--- config.mk ---
export PLATFORM = sky130hd
export DESIGN_NAME = ga_seq_ctrl_flat
export DESIGN_NICKNAME = d
export VERILOG_FILES = /design/src/rtl/ga_seq_if.sv /design/src/rtl/ga_seq_ctrl.sv /design/src/flat_wrapper.sv
export SDC_FILE = /design/constraint.sdc
export NUM_CORES = 1
export LEC_CHECK = 0
export ABC_AREA = 1
export BUFFER_PORTS_ARGS = -buffer_cell sky130_fd_sc_hd__clkbuf_2
export CORE_MARGIN = 2
export CORE_UTILIZATION = 54
export DETAILED_ROUTE_END_ITERATION = 10
export HOLD_SLACK_MARGIN = 0.02
export PLACE_DENSITY = 0.86
export SLEW_MARGIN = 20
export SYNTH_ARGS = -nofsm -noshare
export SYNTH_HDL_FRONTEND = slang
export SYNTH_SLANG_ARGS = --single-unit
--- constraint.sdc ---
create_clock -name clk -period 4.85 [get_ports clk]
set_clock_uncertainty 0.05 [all_clocks]
set_input_delay 1.2125 -clock clk [delete_from_list [all_inputs] [get_ports clk]]
set_output_delay 1.2125 -clock clk [all_outputs]
set_load 0.02 [all_outputs]
--- src/rtl/ga_seq_if.sv ---
// Signal bundle between the GA sequencer and its surroundings: the start request and
// fitness results flow in, stage enables and run status flow out.
interface ga_seq_if #(
    parameter int CHROM_W = 8,
    parameter int FIT_W   = 27,
    parameter int GEN_W   = 7
);
    // host and fitness stage towards the sequencer
    logic                    start;
    logic                    fit_valid;
    logic [CHROM_W-1:0]      fit_chrom1;
    logic [CHROM_W-1:0]      fit_chrom2;
    logic signed [FIT_W-1:0] fit_val1;
    logic signed [FIT_W-1:0] fit_val2;

    // sequencer towards the datapath and host
    logic                    src_sel;
    logic                    ff_enable;
    logic                    sel_enable;
    logic                    sel_slot;
    logic                    xover_enable;
    logic                    buf_wenable;
    logic                    buf_renable;
    logic                    busy;
    logic                    done;
    logic [GEN_W-1:0]        generation;
    logic [CHROM_W-1:0]      best;
    logic signed [FIT_W-1:0] best_fit;

    modport master (
        output start, fit_valid, fit_chrom1, fit_chrom2, fit_val1, fit_val2,
        input  src_sel, ff_enable, sel_enable, sel_slot, xover_enable,
               buf_wenable, buf_renable, busy, done, generation, best, best_fit
    );

    modport slave (
        input  start, fit_valid, fit_chrom1, fit_chrom2, fit_val1, fit_val2,
        output src_sel, ff_enable, sel_enable, sel_slot, xover_enable,
               buf_wenable, buf_renable, busy, done, generation, best, best_fit
    );
endinterface

--- src/rtl/ga_seq_ctrl.sv ---
// GA sequencer: schedules the RNG -> FIT -> SEL -> XOVER -> MUT -> BUFFER datapath
// through fill, initial population, steady-state generations and drain, counts
// generations and keeps the best-of-run chromosome.
module ga_seq_ctrl #(
    parameter int                      POP_SIZE   = 16,
    parameter int                      CHROM_W    = 8,
    parameter int                      FIT_W      = 27,
    parameter int                      MAX_GEN    = 64,
    parameter int                      TARGET_EN  = 0,
    parameter logic signed [FIT_W-1:0] TARGET_FIT = '0,
    parameter int                      PIPE_DEPTH = 4,
    parameter int                      XM_LAT     = 2
) (
    input  logic    clk,
    input  logic    reset,
    ga_seq_if.slave bus
);
    localparam int HALF      = POP_SIZE / 2;
    localparam int PAIR_W    = $clog2(HALF);
    localparam int DRAIN_LEN = PIPE_DEPTH + XM_LAT;
    localparam int CNT_W     = $clog2(DRAIN_LEN + 1);
    localparam int GEN_W     = $clog2(MAX_GEN + 1);

    localparam logic [PAIR_W-1:0]       PAIR_LAST  = PAIR_W'(HALF - 1);
    localparam logic [CNT_W-1:0]        FILL_LAST  = CNT_W'(PIPE_DEPTH - 1);
    localparam logic [CNT_W-1:0]        DRAIN_LAST = CNT_W'(DRAIN_LEN - 1);
    localparam logic [GEN_W-1:0]        GEN_MAX    = GEN_W'(MAX_GEN);
    localparam logic signed [FIT_W-1:0] FIT_MIN    = {1'b1, {(FIT_W-1){1'b0}}};

    typedef enum logic [2:0] {
        S_IDLE,
        S_FILL,
        S_INIT,
        S_STEADY,
        S_DRAIN,
        S_DONE
    } state_t;

    state_t                  state_reg, state_next;
    logic [CNT_W-1:0]        cnt_reg, cnt_next;        // fill / drain cycle counter
    logic [PAIR_W-1:0]       pair_reg, pair_next;      // pairs issued in this generation
    logic [GEN_W-1:0]        gen_reg, gen_next;
    logic [GEN_W-1:0]        gen_inc;
    logic [CHROM_W-1:0]      best_reg, best_next;
    logic signed [FIT_W-1:0] best_fit_reg, best_fit_next;
    logic                    slot_reg;
    logic [XM_LAT-1:0]       xm_pipe_reg;

    logic                    start_ok;
    logic                    early_stop;
    logic                    cand_is_2;
    logic signed [FIT_W-1:0] cand_fit;
    logic [CHROM_W-1:0]      cand_chrom;

    logic ff_en, sel_en, xover_en, ren, src, busy_o, done_o;

    // start is only honoured when no run is in flight
    assign start_ok = bus.start && ((state_reg == S_IDLE) || (state_reg == S_DONE));

    // Best-of-run candidate: larger of the two scores, val1 wins a tie; strict improvement only
    always_comb begin
        cand_is_2     = bus.fit_val2 > bus.fit_val1;
        cand_fit      = cand_is_2 ? bus.fit_val2 : bus.fit_val1;
        cand_chrom    = cand_is_2 ? bus.fit_chrom2 : bus.fit_chrom1;
        best_next     = best_reg;
        best_fit_next = best_fit_reg;
        if (start_ok) begin
            best_next     = '0;
            best_fit_next = FIT_MIN;
        end else if (bus.fit_valid && (state_reg != S_DONE) && (cand_fit > best_fit_reg)) begin
            best_next     = cand_chrom;
            best_fit_next = cand_fit;
        end
    end

    // Early stop looks at the best value being written this cycle, so a qualifying
    // score moves the FSM into DRAIN on the very next cycle.
    assign early_stop = (TARGET_EN != 0) && (best_fit_next >= TARGET_FIT);

    // Saturating generation increment used at every pair-counter wrap
    assign gen_inc = (gen_reg < GEN_MAX) ? gen_reg + 1'b1 : gen_reg;

    // Next-state logic and Moore decode of the stage controls
    always_comb begin
        state_next = state_reg;
        cnt_next   = cnt_reg;
        pair_next  = pair_reg;
        gen_next   = gen_reg;
        ff_en      = 1'b0;
        sel_en     = 1'b0;
        ren        = 1'b0;
        src        = 1'b0;
        busy_o     = 1'b0;
        done_o     = 1'b0;

        case (state_reg)
            S_IDLE, S_DONE: begin
                done_o = (state_reg == S_DONE);
                if (start_ok) begin
                    state_next = S_FILL;
                    cnt_next   = '0;
                    pair_next  = '0;
                    gen_next   = '0;
                end
            end

            S_FILL: begin
                ff_en  = 1'b1;
                busy_o = 1'b1;
                sel_en = (cnt_reg == FILL_LAST);
                if (cnt_reg == FILL_LAST) begin
                    state_next = S_INIT;
                    cnt_next   = '0;
                end else begin
                    cnt_next = cnt_reg + 1'b1;
                end
                if (early_stop) begin
                    state_next = S_DRAIN;
                    cnt_next   = '0;
                end
            end

            S_INIT, S_STEADY: begin
                ff_en    = 1'b1;
                sel_en   = 1'b1;
                busy_o   = 1'b1;
                ren      = (state_reg == S_STEADY);
                src      = (state_reg == S_STEADY);
                cnt_next = '0;
                if (pair_reg == PAIR_LAST) begin
                    pair_next  = '0;
                    gen_next   = gen_inc;
                    state_next = (gen_inc == GEN_MAX) ? S_DRAIN : S_STEADY;
                end else begin
                    pair_next = pair_reg + 1'b1;
                end
                if (early_stop) begin
                    state_next = S_DRAIN;
                end
            end

            S_DRAIN: begin
                ff_en  = 1'b1;
                sel_en = 1'b1;
                busy_o = 1'b1;
                src    = 1'b1;
                if (cnt_reg == DRAIN_LAST) begin
                    state_next = S_DONE;
                    cnt_next   = '0;
                end else begin
                    cnt_next = cnt_reg + 1'b1;
                end
            end

            default: begin
                state_next = S_IDLE;
            end
        endcase
    end

    // Crossover fires once both parent slots hold fresh winners
    assign xover_en = sel_en & slot_reg;

    // FSM, counters and best-of-run registers
    always_ff @(posedge clk) begin
        if (reset) begin
            state_reg    <= S_IDLE;
            cnt_reg      <= '0;
            pair_reg     <= '0;
            gen_reg      <= '0;
            best_reg     <= '0;
            best_fit_reg <= FIT_MIN;
        end else begin
            state_reg    <= state_next;
            cnt_reg      <= cnt_next;
            pair_reg     <= pair_next;
            gen_reg      <= gen_next;
            best_reg     <= best_next;
            best_fit_reg <= best_fit_next;
        end
    end

    // Parent slot alternates 0,1,0,... for as long as selection is enabled
    always_ff @(posedge clk) begin
        if (reset) begin
            slot_reg <= 1'b0;
        end else begin
            slot_reg <= sel_en ? ~slot_reg : 1'b0;
        end
    end

    // Delay line matching the crossover + mutation latency to the buffer write
    always_ff @(posedge clk) begin
        if (reset) begin
            xm_pipe_reg <= '0;
        end else begin
            xm_pipe_reg[0] <= xover_en;
            for (int i = 1; i < XM_LAT; i++) begin
                xm_pipe_reg[i] <= xm_pipe_reg[i-1];
            end
        end
    end

    assign bus.ff_enable    = ff_en;
    assign bus.sel_enable   = sel_en;
    assign bus.sel_slot     = slot_reg;
    assign bus.xover_enable = xover_en;
    assign bus.buf_wenable  = xm_pipe_reg[XM_LAT-1];
    assign bus.buf_renable  = ren;
    assign bus.src_sel      = src;
    assign bus.busy         = busy_o;
    assign bus.done         = done_o;
    assign bus.generation   = gen_reg;
    assign bus.best         = best_reg;
    assign bus.best_fit     = best_fit_reg;
endmodule

--- src/flat_wrapper.sv ---
// flat-port wrapper written by rule: the top's interface ports become plain ports
module ga_seq_ctrl_flat 
#(
    parameter int                      POP_SIZE   = 16,
    parameter int                      CHROM_W    = 8,
    parameter int                      FIT_W      = 27,
    parameter int                      MAX_GEN    = 64,
    parameter int                      TARGET_EN  = 0,
    parameter logic signed [FIT_W-1:0] TARGET_FIT = '0,
    parameter int                      PIPE_DEPTH = 4,
    parameter int                      XM_LAT     = 2
)
  (clk, reset, bus_start, bus_fit_valid, bus_fit_chrom1, bus_fit_chrom2, bus_fit_val1, bus_fit_val2, bus_src_sel, bus_ff_enable, bus_sel_enable, bus_sel_slot, bus_xover_enable, bus_buf_wenable, bus_buf_renable, bus_busy, bus_done, bus_generation, bus_best, bus_best_fit);
  ga_seq_if #(.CHROM_W(CHROM_W), .FIT_W(FIT_W), .GEN_W(($clog2(MAX_GEN + 1)))) bus_i ();
  input  logic clk;
  input  logic reset;
  input wire logic [$bits(bus_i.start)-1:0] bus_start;
  input wire logic [$bits(bus_i.fit_valid)-1:0] bus_fit_valid;
  input wire logic [$bits(bus_i.fit_chrom1)-1:0] bus_fit_chrom1;
  input wire logic [$bits(bus_i.fit_chrom2)-1:0] bus_fit_chrom2;
  input wire logic [$bits(bus_i.fit_val1)-1:0] bus_fit_val1;
  input wire logic [$bits(bus_i.fit_val2)-1:0] bus_fit_val2;
  output wire logic [$bits(bus_i.src_sel)-1:0] bus_src_sel;
  output wire logic [$bits(bus_i.ff_enable)-1:0] bus_ff_enable;
  output wire logic [$bits(bus_i.sel_enable)-1:0] bus_sel_enable;
  output wire logic [$bits(bus_i.sel_slot)-1:0] bus_sel_slot;
  output wire logic [$bits(bus_i.xover_enable)-1:0] bus_xover_enable;
  output wire logic [$bits(bus_i.buf_wenable)-1:0] bus_buf_wenable;
  output wire logic [$bits(bus_i.buf_renable)-1:0] bus_buf_renable;
  output wire logic [$bits(bus_i.busy)-1:0] bus_busy;
  output wire logic [$bits(bus_i.done)-1:0] bus_done;
  output wire logic [$bits(bus_i.generation)-1:0] bus_generation;
  output wire logic [$bits(bus_i.best)-1:0] bus_best;
  output wire logic [$bits(bus_i.best_fit)-1:0] bus_best_fit;
  assign bus_i.start = bus_start;
  assign bus_i.fit_valid = bus_fit_valid;
  assign bus_i.fit_chrom1 = bus_fit_chrom1;
  assign bus_i.fit_chrom2 = bus_fit_chrom2;
  assign bus_i.fit_val1 = bus_fit_val1;
  assign bus_i.fit_val2 = bus_fit_val2;
  assign bus_src_sel = bus_i.src_sel;
  assign bus_ff_enable = bus_i.ff_enable;
  assign bus_sel_enable = bus_i.sel_enable;
  assign bus_sel_slot = bus_i.sel_slot;
  assign bus_xover_enable = bus_i.xover_enable;
  assign bus_buf_wenable = bus_i.buf_wenable;
  assign bus_buf_renable = bus_i.buf_renable;
  assign bus_busy = bus_i.busy;
  assign bus_done = bus_i.done;
  assign bus_generation = bus_i.generation;
  assign bus_best = bus_i.best;
  assign bus_best_fit = bus_i.best_fit;
  ga_seq_ctrl #(.POP_SIZE(POP_SIZE), .CHROM_W(CHROM_W), .FIT_W(FIT_W), .MAX_GEN(MAX_GEN), .TARGET_EN(TARGET_EN), .TARGET_FIT(TARGET_FIT), .PIPE_DEPTH(PIPE_DEPTH), .XM_LAT(XM_LAT)) u_core (.clk(clk), .reset(reset), .bus(bus_i));
endmodule
==> reports/results.ini <==
[run_status]
status = finished clean

[final_layout]
area_delta_synth_final_pct = 17.2
num_antenna_cells = 0
nets = 966
largest_reg_flops = 27
utilization = 0.648
multi_input_area_mm2 = 0.00274
regArea_mm2 = 0.00108
drive_above_1_share = 0.182
n_fill_cell = 786
finalNonFillerCells = 936

[setup_path]
crit_fanout = 20
cp-startpoint = bus_fit_val1[18]
ff2ff_setup_slack_ps = 2520
cp.buffers_inverters = 5
arrival_ps = 4580
required_ps = 5010
crit_type = input port to register
crit_family = simple AND/OR/NAND/NOR gates
crit_top_cell = nand2_1
endpoint_kind = register
r2r_start = u_core.bus.best_fit[26]
slowest_stage = ha_1
max_stage_delay_ps = 280
startpoint_type = input port

[cts]
clk_path_buf_depth = 2
cts_hold_buf = 0
cts_buffers = 5
tritoncts = yes
worstSkewPairLatency_ps = 320
cts_root_buf = clkbuf_8
cts-resized-gates = 0
cts_sinks = 54
cts-htree-levels = 2
clk_pin_slew_worst_paths_ps = 100
cts_setup_buffers = 0

[floorplan]
die_h_um = 95.5
die_x_um = 95.5
top_level_ports = 125
dieArea_mm2 = 0.00912
num_rows = 33
initial_core_util = 0.553
coreArea_mm2 = 0.00818

[global_route]
gr-total-overflow = 0
grt_pass1_vias = 4269
grt_pass1_wl_um = 18100
grt_max_degree = 36
antenna_found_initial = 0
grt_use_total = 0.244

[synthesis]
synth_top_area_cell = dfxtp_1
postSynthCellCount = 711
synthArstFlopShare = 0
synth_adder_area_share = 0.172
syn-cell-area_mm2 = 0.00452
ys_ff_latch = 54
yosys_warnings = 0
synth-compound-area-share = 0.106
synth_edf_count = 0
avgSynthCellArea_um2 = 6.36
ys.flop_type = dfxtp_1
yosys.area.top_type_share = 0.239
yosysUniqueCellTypes = 33
netlist_top_cells_area = dfxtp_1 24%, ha_1 17%, nand2_1 16%
synthMuxAreaShare = 0
synth_top_family_by_area = simple AND/OR/NAND/NOR gates
synth_seq_area_share = 0.239
yosys.area_share.xor_xnor = 0.00969
synth-simple-area-share = 0.319
mappedNetlistNets = 847

[sta]
rsz0062_at_grt = no
min_period_ps = 4420
fmaxAchievable_ghz = 0.226
slew_headroom = 0.701
fin_setup_tns_ps = 0
holdWs_ps = 360
worstMarginPinSlew_ps = 447
setup_viol = 0
hold_viol_final = 0
slew_viol_final = 0
period_share = 0.912

[power_and_ir_drop]
power.leakage_nw = 3.13
power_density_mw_per_mm2 = 433
irDropWorstVdd_mv = 0.355
design_power_total_mw = 2.30

[place]
gp_congestion = 0.855
dpl.hpwl_um = 8850
placed_cells = 928
port_buffers = 124

[hold_path]
hp-start = u_core.xm_pipe_reg[0]
hold_class = register to register

[run]
max_cap_viol_count = 0

[routing]
final_antenna_net_count = 0
drc_errors = 0
drt-wirelength-per-cell_um = 11.9
drt-initial-drc-count = 228
routed_wl_um = 11100
firstDrtPassIters = 4
vias_per_cell = 5.02
vias = 4695

## synth_stat cells (2+ instances only)
library cell	count
or2_2	2
buf_2	3
or3_1	2
and2_1	4
a21oi_1	69
ha_1	62
inv_1	144
a21o_1	6
dfxtp_1	54
buf_4	5
a211oi_1	2
clkbuf_1	8
buf_6	6
nor2_1	38
xor2_1	5
nand2_1	189
o21ai_0	9
nand3_1	81
nand4_1	8
## area by class of cell
class / count / share of cell area
Clock buffer: 6 / 0.0156
Clock inverter: 2 / 0.00236
Inverter: 145 / 0.104
Multi-Input combinational cell: 490 / 0.518
Sequential cell: 54 / 0.204
Tap cell: 105 / 0.0248
Timing Repair Buffer: 134 / 0.132
## layer usage
metal | vias up | share of wire | GRT usage
met5 | - | 0 | 0
li1 | 2486 | - | -
met4 | 0 | 0.012 | 0.0690
met2 | 130 | 0.49 | 0.425
met1 | 2066 | 0.43 | 0.301
met3 | 13 | 0.066 | 0.0561
## path summary, 6_finish.rpt
path,cells past startpoint,to
max reg2reg,14,u_core.bus.best[5]
min reg2reg,2,u_core.xm_pipe_reg[1]
max,28,u_core.bus.best[5]
min,2,u_core.xm_pipe_reg[1]
## worst min-delay path, stage by stage (launching register included)
cell and delay (ps):
dfxtp_1 310, inv_1 40, nor2_1 30
## through the flow
stage	instance area [um2]	setup WS (ps)
2_1_floorplan	4520	456
3_3_place_gp	5200	117
3_5_place_dp	5200	83.3
4_1_cts	5290	402
5_1_grt	5300	16.0
6_report	5300	426
## report_power, final
group | internal (mW) | switching, mW
clock network | 0.115 | 0.156
registers | 0.570 | 0.0889
logic | 0.474 | 0.891
## placed cells by master (no fill, tap or decap), drive strengths merged
master	instances
clkinvlp	1
clkinv	1
o22ai	1
nor2	39
a211oi	2
or2	2
o21bai	1
nand2	191
a21o	6
o21ai	9
inv	145
dfxtp	54
or3	2
buf	10
a21oi	69
and3	1
a221oi	1
ha	62
clkbuf	130
nand4	9
nor3	1
and2	4
nand3	82
o21a	1
nand3b	1
nor3b	1
xor2	5
## logic make-up (layout without fill, tap and decap cells)
| logic type | after synthesis | count (layout) |
|---|---|---|
| compound gates | 90 | 90 |
| xor+xnor | 5 | 5 |
| fa+ha+maj | 62 | 62 |
| buf+inv | 167 | 287 |
| flops | 54 | 54 |
| simple gates | 333 | 333 |
Note: power is estimated with default switching activity, not from simulation.
